**src/rtl/vram_arbiter.sv**
```systemverilog
// Video RAM arbiter: display fetches own every fourth beam slot, CPU writes drain a small FIFO in the remaining slots.
// Optional rejected-request counter enabled with `define VRAM_OVF_CNT_EN.
module vram_arbiter #(
  parameter int ADDR_W         = 16,
  parameter int DATA_W         = 8,
  parameter int WORDS_PER_LINE = 160,
  parameter int FIFO_DEPTH     = 4
) (
  input  logic              vgaclk,
  input  logic              reset,
  input  logic [9:0]        hcnt,
  input  logic [9:0]        vcnt,
  input  logic              blank_b,
  input  logic              cpu_req,
  input  logic [ADDR_W-1:0] cpu_addr,
  input  logic [DATA_W-1:0] cpu_wdata,
  output logic              cpu_ack,
  output logic              cpu_full,
  output logic [ADDR_W-1:0] mem_addr,
  output logic [DATA_W-1:0] mem_wdata,
  output logic              mem_we,
  input  logic [DATA_W-1:0] mem_rdata,
  output logic [DATA_W-1:0] pix_data,
  output logic              pix_valid,
  output logic [15:0]       ovf_cnt
);
  localparam int PTR_W = $clog2(FIFO_DEPTH);

  typedef enum logic [1:0] {IDLE, FETCH, WRITE} state_t;
  typedef struct packed {
    logic [ADDR_W-1:0] addr;
    logic [DATA_W-1:0] data;
  } wr_req_t;

  state_t            state, next_state;
  wr_req_t           fifo [FIFO_DEPTH];
  wr_req_t           head;
  logic [PTR_W-1:0]  wptr, rptr;
  logic [PTR_W:0]    count, count_nxt;
  logic              fetch_slot, push, pop;
  logic [ADDR_W-1:0] fetch_addr;
  logic [1:0]        vld_pipe;

  assign fetch_slot = blank_b && (hcnt[1:0] == 2'b00);
  // Line base plus word column, formed at 32 bits before truncation.
  assign fetch_addr = ADDR_W'(32'(vcnt) * 32'(WORDS_PER_LINE) + 32'(hcnt[9:2]));
  assign cpu_ack    = cpu_req && !cpu_full;
  assign push       = cpu_ack;
  assign pop        = (next_state == WRITE);
  assign head       = fifo[rptr];

  always_comb begin
    next_state = IDLE;
    if (fetch_slot)        next_state = FETCH;
    else if (count != '0)  next_state = WRITE;
  end

  always_ff @(posedge vgaclk or posedge reset)
    if (reset) state <= IDLE;
    else       state <= next_state;

  always_comb begin
    count_nxt = count;
    case ({push, pop})
      2'b10:   count_nxt = count + 1'b1;
      2'b01:   count_nxt = count - 1'b1;
      default: count_nxt = count;
    endcase
  end

  always_ff @(posedge vgaclk)
    if (push) fifo[wptr] <= '{addr: cpu_addr, data: cpu_wdata};

  always_ff @(posedge vgaclk or posedge reset)
    if (reset) begin
      wptr     <= '0;
      rptr     <= '0;
      count    <= '0;
      cpu_full <= 1'b0;
    end else begin
      if (push) wptr <= wptr + 1'b1;
      if (pop)  rptr <= rptr + 1'b1;
      count    <= count_nxt;
      cpu_full <= (count_nxt == (PTR_W+1)'(FIFO_DEPTH));
    end

  // RAM port is registered on the slot decision; IDLE holds address/data.
  always_ff @(posedge vgaclk or posedge reset)
    if (reset) begin
      mem_we    <= 1'b0;
      mem_addr  <= '0;
      mem_wdata <= '0;
    end else begin
      case (next_state)
        FETCH: begin
          mem_we   <= 1'b0;
          mem_addr <= fetch_addr;
        end
        WRITE: begin
          mem_we    <= 1'b1;
          mem_addr  <= head.addr;
          mem_wdata <= head.data;
        end
        default: mem_we <= 1'b0;
      endcase
    end

  // vld_pipe[0]: RAM read data arrives this cycle; vld_pipe[1]: pixel word loaded.
  always_ff @(posedge vgaclk or posedge reset)
    if (reset) begin
      vld_pipe <= '0;
      pix_data <= '0;
    end else begin
      vld_pipe <= {vld_pipe[0], state == FETCH};
      if (vld_pipe[0]) pix_data <= mem_rdata;
    end

  assign pix_valid = vld_pipe[1];

`ifdef VRAM_OVF_CNT_EN
  logic [15:0] ovf_q;
  always_ff @(posedge vgaclk or posedge reset)
    if (reset)                                       ovf_q <= '0;
    else if (cpu_req && !cpu_ack && ovf_q != 16'hFFFF) ovf_q <= ovf_q + 16'd1;
  assign ovf_cnt = ovf_q;
`else
  assign ovf_cnt = 16'd0;
`endif

endmodule

```
**config.mk**
```make
export PLATFORM = sky130hd
export DESIGN_NAME = vram_arbiter
export DESIGN_NICKNAME = d
export VERILOG_FILES = /design/src/rtl/vram_arbiter.sv
export SDC_FILE = /design/constraint.sdc
export NUM_CORES = 1
export LEC_CHECK = 0
export ABC_CLOCK_PERIOD_IN_PS = 2250
export CORE_MARGIN = 2
export CORE_UTILIZATION = 55
export CTS_CLUSTER_DIAMETER = 200
export DETAILED_ROUTE_END_ITERATION = 10
export DONT_BUFFER_PORTS = 1
export PLACE_DENSITY = 0.73
export SYNTH_ARGS = -nofsm -noshare
export SYNTH_HDL_FRONTEND = slang
export SYNTH_SLANG_ARGS = --single-unit
```
**constraint.sdc**
```tcl
create_clock -name vgaclk -period 2.25 [get_ports vgaclk]
set_input_delay 0.225 -clock vgaclk [delete_from_list [all_inputs] [get_ports vgaclk]]
set_output_delay 0.225 -clock vgaclk [all_outputs]
set_load 0.02 [all_outputs]
```
==> impl_metrics.json <==
{
  "ir_drop_mv": 0.935,
  "critical_path.max_stage_delay_ps": 400,
  "fp.dieW_um": 110,
  "syn_inst": 380,
  "drive_gt1_share_pct": 27.7,
  "avgSynthCellArea_um2": 16.3,
  "setup_viol": 0,
  "cts.sink_count": 140,
  "drt-pass1-iter-count": 4,
  "first_iter_violations": 138,
  "die_h_um": 110,
  "cts_tree": "yes",
  "p_per_area_nw_per_um2": 1260,
  "critPathKind": "reg2reg",
  "n_antenna_cell": 0,
  "initial_core_util_pct": 56.8,
  "status": "finished clean",
  "ys.warnings.count": 0,
  "area_growth_syn_to_layout_pct": 21.8,
  "fin_nets": 535,
  "first_global_vias": 3551,
  "place_congestion": 0.783,
  "synth.cell_area_um2": 6210,
  "yosys-top-cells-count": "96 x edfxtp_1, 44 x dfrtp_1, 24 x mux4_2, 23 x ha_1",
  "cp_num_buf_inv": 1,
  "leakagePower_nw": 2.83,
  "ant_nets": 0,
  "clockBufferDepth": 2,
  "critPathTopFamily": "adder cells",
  "slew_viol_final": 0,
  "cp-start-kind": "flip-flop",
  "rsz0062_at_grt": "false",
  "routedWlPerCell_um": 18.9,
  "dp_hpwl_um": 7530,
  "insertion_delay_ps": 410,
  "final_hold_viol_count": 0,
  "arrival_ps": 2310,
  "ys_types": 51,
  "finalCritPeriodShare_pct": 88.5,
  "fmax_mhz": 502,
  "boundaryPins": 108,
  "max_cap_violations": 0,
  "holdPathEnd": "mem_addr[5]",
  "worst_hold_path_type": "in2reg",
  "grt_pass1_wl_um": 18100,
  "synth_top_area_share_pct": 46.5,
  "crit_fanout": 3,
  "routed_wl_um": 11400,
  "cts_inserted_buffers": 17,
  "min_from": "vcnt[0]",
  "overflow": 0,
  "synth_ff_type": "edfxtp_1",
  "antenna_found_initial": 0,
  "viasPerCell": 5.58,
  "place_inst": 536,
  "synth_async_sr_flop_share_pct": 31.4,
  "holdPathStages": 3,
  "vias": 3380,
  "htree_levels": 4,
  "root_buffer": "clkbuf_16",
  "die-area_um2": 12100,
  "final.min_clock_period_ps": 1990,
  "r2r_cells": 9,
  "r2r-end": "cpu_full",
  "yosysSeqAreaShare_pct": 64.2,
  "stdcell_count": 606,
  "clock_skew_ps": 3.59,
  "critical_path.slowest_cell": "dfrtp_1",
  "synth_most_common_cell": "edfxtp_1",
  "worstPathCellList": "nor3_2, nor2_1, ha_1, inv_1, fa_1, xor2_1, nor2_1, xor2_1, nor3b_1",
  "synth-edff-count": 96,
  "grt_max_degree": 34,
  "ff2ff_setup_slack_ps": 260,
  "r2r-start": "count[0]",
  "synth-seq-cells": 140,
  "required_ps": 2570,
  "final.setup.tns_ps": 0,
  "path_clk_slew_ps": 60,
  "rows": 38,
  "synthTopCellsByArea": "edfxtp_1 46%, dfrtp_1 18%, mux4_2 8.7%",
  "yosys.area.top_type": "edfxtp_1",
  "core_area_um2": 10900,
  "numPortBuffers": 0,
  "grt.total_usage_pct": 20.7,
  "drcViolationCount": 0,
  "crit_path_end_kind": "flip-flop"
}
==> layout by cell type, fill, tap and decap left out, types with 10 or more instances in the layout <==
cell type / count
mux2_2: 16
mux2i_1: 13
nor2_1: 11
edfxtp_1: 96
clkbuf_16: 17
nand2_1: 17
buf_4: 32
dfrtp_1: 43
o21ai_1: 12
dlygate4sd3_1: 38
ha_1: 20
inv_1: 10
mux4_2: 24
conb_1: 16
==> repair_timing <==
action | 4_1_cts | 5_1_grt
hold buffers | 38 | 0
setup buffers | 0 | 0
endpoints found under the setup margin | 0 | 0
endpoints found under the hold margin | 153 | 0
gates resized for setup | 0 | 0
==> metal layers <==
metal / global-route usage (%) / up-vias / part of all wire [%]
li1: - / 1555 / -
met1: 25.4 / 1708 / 41
met2: 34.7 / 108 / 51
met3: 6.82 / 9 / 7.1
met4: 7.05 / 0 / 0.95
met5: 0 / - / 0
==> cells by family after synthesis <==
logic type,share of synthesized area [%]
other cells,0.0604
buf+inv,3.71
flops,64.2
mux,14.1
xor+xnor,2.12
fa+ha+maj,5.60
compound gates,4.70
simple gates,5.48
==> where the power goes <==
| group | switching, mW | total, mW | internal, mW | leakage, nW |
|---|---|---|---|---|
| combinational | 1.16 | 2.42 | 1.26 | 1.14 |
| sequential | 0.790 | 4.29 | 3.50 | 1.40 |
| clock | 1.03 | 2.80 | 1.77 | 0.284 |
==> tightest hold or removal path: stages <==
cell	delay (ps)
ha_1	110
nand2_1	80
o21ai_0	70
==> final cells by class <==
class,count,area (um^2)
multi-input cells,213,2130
flip-flops and latches,140,3990
fillers,723,3380
inverters,11,41.3
clock buffers,18,439
repair buffers,70,621
well taps,140,175
clock inverters,14,169
==> registers in the layout (all words and copies together) (netlist names) <==
register,count
count,3
cpu_full,1
fifo,96
mem_addr,16
mem_wdata,8
mem_we,1
pix_data,8
rptr,2
state,1
vld_pipe,2
wptr,2
==> metrics by stage <==
| step | hold slack, ps | utilization, % | cell area (um^2) | worst slack, ps | power, mW |
|---|---|---|---|---|---|
| floorplan | 324 | - | 6330 | 0.166 | 6.05 |
| global placement | 66.6 | 60.1 | 6570 | -26.4 | 6.62 |
| detailed placement | 70.7 | 60.1 | 6570 | -84.1 | 6.73 |
| CTS | 103 | 69.1 | 7560 | 248 | 9.62 |
| global route | 113 | 69.1 | 7560 | 23.5 | 10.0 |
| finish | 121 | 69.1 | 7560 | 260 | 9.52 |
==> worst max-delay path by stage <==
stage | from | to | slack [ps] | cells after the start
finish | count[0] | cpu_full | 260 | 9
global route | count[0] | cpu_full | 20 | 9
CTS | count[0] | cpu_full | 250 | 9
detailed placement | vcnt[0] | mem_addr[15] | -80 | 9
global placement | vcnt[0] | mem_addr[15] | -30 | 9
floorplan | vcnt[3] | mem_addr[15] | 0.2 | 8
Note: power is estimated with default switching activity, not from simulation.
==> edit 1 (same flow settings) <==
Change the parameter `ADDR_W` from 16 to 17.
--- a/src/rtl/vram_arbiter.sv
+++ b/src/rtl/vram_arbiter.sv
@@ -1,7 +1,7 @@
 // Video RAM arbiter: display fetches own every fourth beam slot, CPU writes drain a small FIFO in the remaining slots.
 // Optional rejected-request counter enabled with `define VRAM_OVF_CNT_EN.
 module vram_arbiter #(
-  parameter int ADDR_W         = 16,
+  parameter int ADDR_W         = 17,
   parameter int DATA_W         = 8,
   parameter int WORDS_PER_LINE = 160,
   parameter int FIFO_DEPTH     = 4
Interface: changed (resized cpu_addr and mem_addr); port bits go from 108 to 110. No check against the original RTL was run, so the function may have changed too.
==> edit 1 against the unedited design <==
First-iteration DRC count up 43%; sequential cell count rose by 5; final area grew 3.4%; setup slack worse by 0.19 ns; power is 4.2% higher; area after synthesis rose by 2.9%; synthesized cell count is 3.4% higher; via count up 3.0%; wire length up 1.5%; critical path type is now in -> reg; highest routed layer unchanged.
==> edit 1: results (changes against the unedited design) <==
Detailed routing
  • WL met2: 6120 um (+4.4%)
  • Drt pass-1 iters: 4 (unchanged)
  • DRT iter0 DRCs: 197 (+43%)
  • Vias per inst: 5.53 (-0.81%)
  • Routed wl met3: 676 um (-16%)
  • Total Wirelength: 11600 um (+1.5%)
  • M1 WL: 4680 um (+0.69%)

Timing
  • Worst hold margin: 0.0872 ns (-0.0341 ns)
  • Slew @ Worst Pin: 0.904 ns
  • Post-layout min period: 2.18 ns (+0.187 ns)
  • Clk_skew: 0.00863 ns (+0.00505 ns)

Place
  • Setup WS pre-CTS: -0.385 ns (-0.301 ns)
  • Port Buffers: 0 (unchanged)
  • Placer Congestion: 0.868 (+11%)
  • DP Area: 6770 um^2 (+3.1%)
  • Final HPWL DP: 7490 um (-0.55%)

GRT
  • Initial antenna violation count: 0 (unchanged)
  • GRT Resource Usage Total: 20.4% (-0.30 points)
  • Largest net degree at the start of global routing: 41 (+21%)
  • Global Route met3 Usage: 7.35% (+0.53 points)
  • M2 GR Usage: 35.0% (+0.37 points)
  • Vias in the first global route: 3780 (+6.4%)
  • First-pass GRT wire length: 19000 um (+5.4%)
  • Met1 GRT Util: 23.6% (-1.8 points)

Final layout
  • Non-Filler Instances: 629 (+3.8%)
  • Share of cells above drive strength 1: 26.3% (-1.3 points)
  • Nets: 557 (+4.1%)
  • Top flop regs: fifo x100, mem_addr x17

Clock tree
  • Clk buf depth: 2 (unchanged)
  • CTS clk-pin slew, worst paths: 0.05 ns
  • Hold bufs inserted after CTS: 39 (+2.6%)

Power and ir drop
  • Max VDD drop: 0.000706 V (-25%)
  • PD cells: 1270 nW/um^2 (+0.78%)
  • Combinational-cell power consumption: 0.00247 W (+2%)
  • Clk pwr: 0.00297 W (+6%)
  • Sw frac: 30.6% (-0.77 points)
  • Pleak: 2.99 nW (+5.5%)

Yosys
  • Post-synthesis async set-or-reset flop share: 31.0% (-0.39 points)
  • Commonest cells post-synth: 100 x edfxtp_1, 45 x dfrtp_1, 25 x mux4_2
  • Number of flops mapped to enable cells by yosys: 100 (+4.2%)
  • Netlist cell types: 47 (-7.8%)
  • Seq/Total Area, Yosys: 64.7% (+0.47 points)
  • Synth area leaders: edfxtp_1 47%, dfrtp_1 18%, mux4_2 8.8%
  • Syn Area/Cell: 16.2 um^2 (-0.52%)

Setup path
  • Worst R2R Setup Slack: 0.20 ns (-0.06 ns)
  • Critical Path Source: vcnt[1]
  • Max incr delay on CP: 0.54 ns (+0.14 ns)
  • CP arrival: 2.47 ns (+0.16 ns)
  • Critical path's slowest cell: or4_1
  • Crit path to: mem_addr[16]$_DFFE_PP0P_

Outcome
  • Status: complete, no violations
-- edit 1: cell types whose count changed after synthesis, moves of 3 or more --
cell	unedited run	this run
nor2_1	12	9
edfxtp_1	96	100
nand2_1	17	20
o21ai_1	12	0
inv_1	11	15
xnor2_1	7	14
o21ai_0	5	16
a21o_1	1	5
xor2_1	8	5
-- edit 1: final cells by class --
cell class / instances / area (um^2)
clock buffers: 17 / 425
clock inverters: 15 / 215
fillers: 764 / 3560
inverters: 15 / 56.3
multi-input cells: 218 / 2140
flip-flops and latches: 145 / 4130
well taps: 143 / 179
repair buffers: 76 / 668
-- edit 1: kinds of logic (layout without fill, tap and decap cells) --
logic type               count (synthesis)  in the layout  synth area share [%]
flip-flops                             145            145                  64.7
adder cells (fa/ha/maj)                 27             27                  5.64
AND/OR/NAND/NOR                         53             53                  4.31
other                                    1             16                0.0587
multiplexers                            56             56                  14.0
buffers and inverters                   45            123                  3.66
AO/OA/AOI/OAI                           46             46                  4.80
XOR/XNOR                                20             20                  2.86
==> edit 2 (same flow settings) <==
Without the edit above. Build with the macro `VRAM_OVF_CNT_EN` defined.
--- a/src/rtl/vram_arbiter.sv
+++ b/src/rtl/vram_arbiter.sv
@@ -1,5 +1,7 @@
 // Video RAM arbiter: display fetches own every fourth beam slot, CPU writes drain a small FIFO in the remaining slots.
 // Optional rejected-request counter enabled with `define VRAM_OVF_CNT_EN.
+`define VRAM_OVF_CNT_EN
+
 module vram_arbiter #(
   parameter int ADDR_W         = 16,
   parameter int DATA_W         = 8,
Behaviour: not the same (Yosys sat finds a counterexample within 10 cycles, from zero or initial values and one cycle with reset high).
==> edit 2 against the unedited design <==
Wire length up 9.9%; setup slack better by 0.0030 ns; critical path type unchanged; power grew 6.2%; fmax up 0.15%; final area rose by 9.0%; sequential cell count rose by 16; sequential share of layout area rose by 0.53 points; worst hold slack lost 0.071 ns; clock skew is 0.0057 ns higher; first-iteration DRC count increased by 80%; area after synthesis up 8.6%.
==> edit 2: results (changes against the unedited design) <==
Detailed routing
  • Wire per inst: 18.9 um (+0.11%)
  • Vias: 3726 (+10%)
  • Routed wl met3: 790 um (-2.3%)
  • Max Used Layer: met4
  • WL met2: 6430 um (+9.8%)
  • DRT iter0 DRCs: 248 (+80%)
  • M1 WL: 5130 um (+10%)

Final layout
  • Nets: 588 (+9.9%)
  • Share of cells above drive strength 1: 25.9% (-1.8 points)
  • Largest register FFs: 96 (unchanged)
  • Number of fill cells: 809 (+12%)

Place
  • Final HPWL DP: 8370 um (+11%)
  • Placer Congestion: 0.747 (-4.5%)
  • Setup WS pre-CTS: -0.0972 ns (-0.0131 ns)

Clock tree
  • CTS clk-pin slew, worst paths: 0.06 ns (about the same)
  • Worst-Skew Late Latency: 0.43 ns (+0.02 ns)
  • CTS Root Cell: clkbuf_16
  • CTS H-Tree Depth: 4 (unchanged)
  • TritonCTS buffer count: 17 (unchanged)
  • Clk buf depth: 2 (unchanged)

Yosys
  • Netlist cell types: 45 (-12%)
  • Syn nets: 505
  • Commonest cells post-synth: 96 x edfxtp_1, 60 x dfrtp_1, 27 x nand2_1
  • Post-synthesis async set-or-reset flop share: 38.5% (+7.0 points)
  • Synth top area share: 42.8% (-3.7 points)
  • Seq/Total Area, Yosys: 65.0% (+0.85 points)
  • Synth warn: 0 (unchanged)
  • Synth area leaders: edfxtp_1 43%, dfrtp_1 22%, mux4_2 8.0%
  • Synth Register Bits: 156 (+11%)

Power and ir drop
  • Max VDD drop: 0.000669 V (-28%)
  • Switching power total: 0.00317 W (+5.9%)
  • Combinational fraction of design power: 24.9% (-0.5 points)
  • Clock share of power: 29.0% (-0.5 points)
  • Pleak: 3.15 nW (+11%)
  • Seq group: 0.00467 W (+8.9%)

Timing
  • Clk_skew: 0.00931 ns (+0.00572 ns)
  • Slew @ Worst Pin: 0.717 ns

GRT
  • First-pass GRT wire length: 20300 um (+12%)
  • GRT Resource Usage Total: 20.8% (+0.066 points)
  • M2 GR Usage: 34.8% (+0.091 points)
  • Met1 GRT Util: 25.8% (+0.37 points)
  • Global Route met3 Usage: 5.77% (-1.0 points)
  • Vias in the first global route: 4070 (+15%)

Setup path
  • Crit-path max FO: 3 (unchanged)
  • Critical Path Source: count[0]$_DFF_PP0_
  • Critical path's slowest cell: dfrtp_1

Hold path
  • HP Start: cpu_req

Outcome
  • Status: complete, no violations
## edit 2: repair_timing
item / CTS / global route
gates resized for setup: 0 / 0
hold buffers: 38 / 0
hold endpoints to repair: 141 / 0
buffers inserted: 0 / 0
## edit 2: cells by family after synthesis
kind of cell / Yosys count / synth area share (%)
compound gates: 44 / 4.55
xor+xnor: 32 / 4.16
fa+ha+maj: 27 / 5.35
buf+inv: 26 / 1.54
flops: 156 / 65.0
mux: 53 / 12.7
simple gates: 84 / 6.65
## edit 2: path summary, 6_finish.rpt
kind | cells past startpoint | slack [ns] | end
max in group asynchronous | 3 | 1.25 | rptr[0]$_DFFE_PP0P_
hold / removal | 2 | 0.05 | ovf_cnt[0]$_DFFE_PP0P_
setup / recovery | 9 | 0.26 | cpu_full$_DFF_PP0_
hold reg to reg | 1 | 0.46 | vld_pipe[0]$_DFF_PP0_
setup reg to reg | 9 | 0.26 | cpu_full$_DFF_PP0_
min in group asynchronous | 2 | 0.38 | pix_data[7]$_DFFE_PP0P_
## edit 2: stage by stage
stage          cell area [um^2]  instances
2_1_floorplan              6790        422
4_1_cts                    8230        665
3_3_place_gp               7240        595
5_1_grt                    8230        665
6_report                   8230        665
3_5_place_dp               7240        595
## edit 2: area by class of cell
cell class                      instances  area [um^2]  share of cell area (%)
Clock inverter                         12          160                    1.95
Sequential cell                       156         4390                    53.3
Clock buffer                           20          457                    5.55
Timing Repair Buffer                   78          693                    8.42
Multi-Input combinational cell        240         2310                    28.0
Tap cell                              147          184                    2.23
Inverter                               12         45.0                   0.547
## edit 2: worst reg2reg max path, cell delays in order, from the launching register on
cell     delay (ns)
dfrtp_1        0.40
nor3_2         0.06
nor2_1         0.13
ha_1           0.20
inv_1          0.06
fa_1           0.38
xor2_1         0.15
nor2_1         0.11
xor2_1         0.21
nor3b_1        0.20
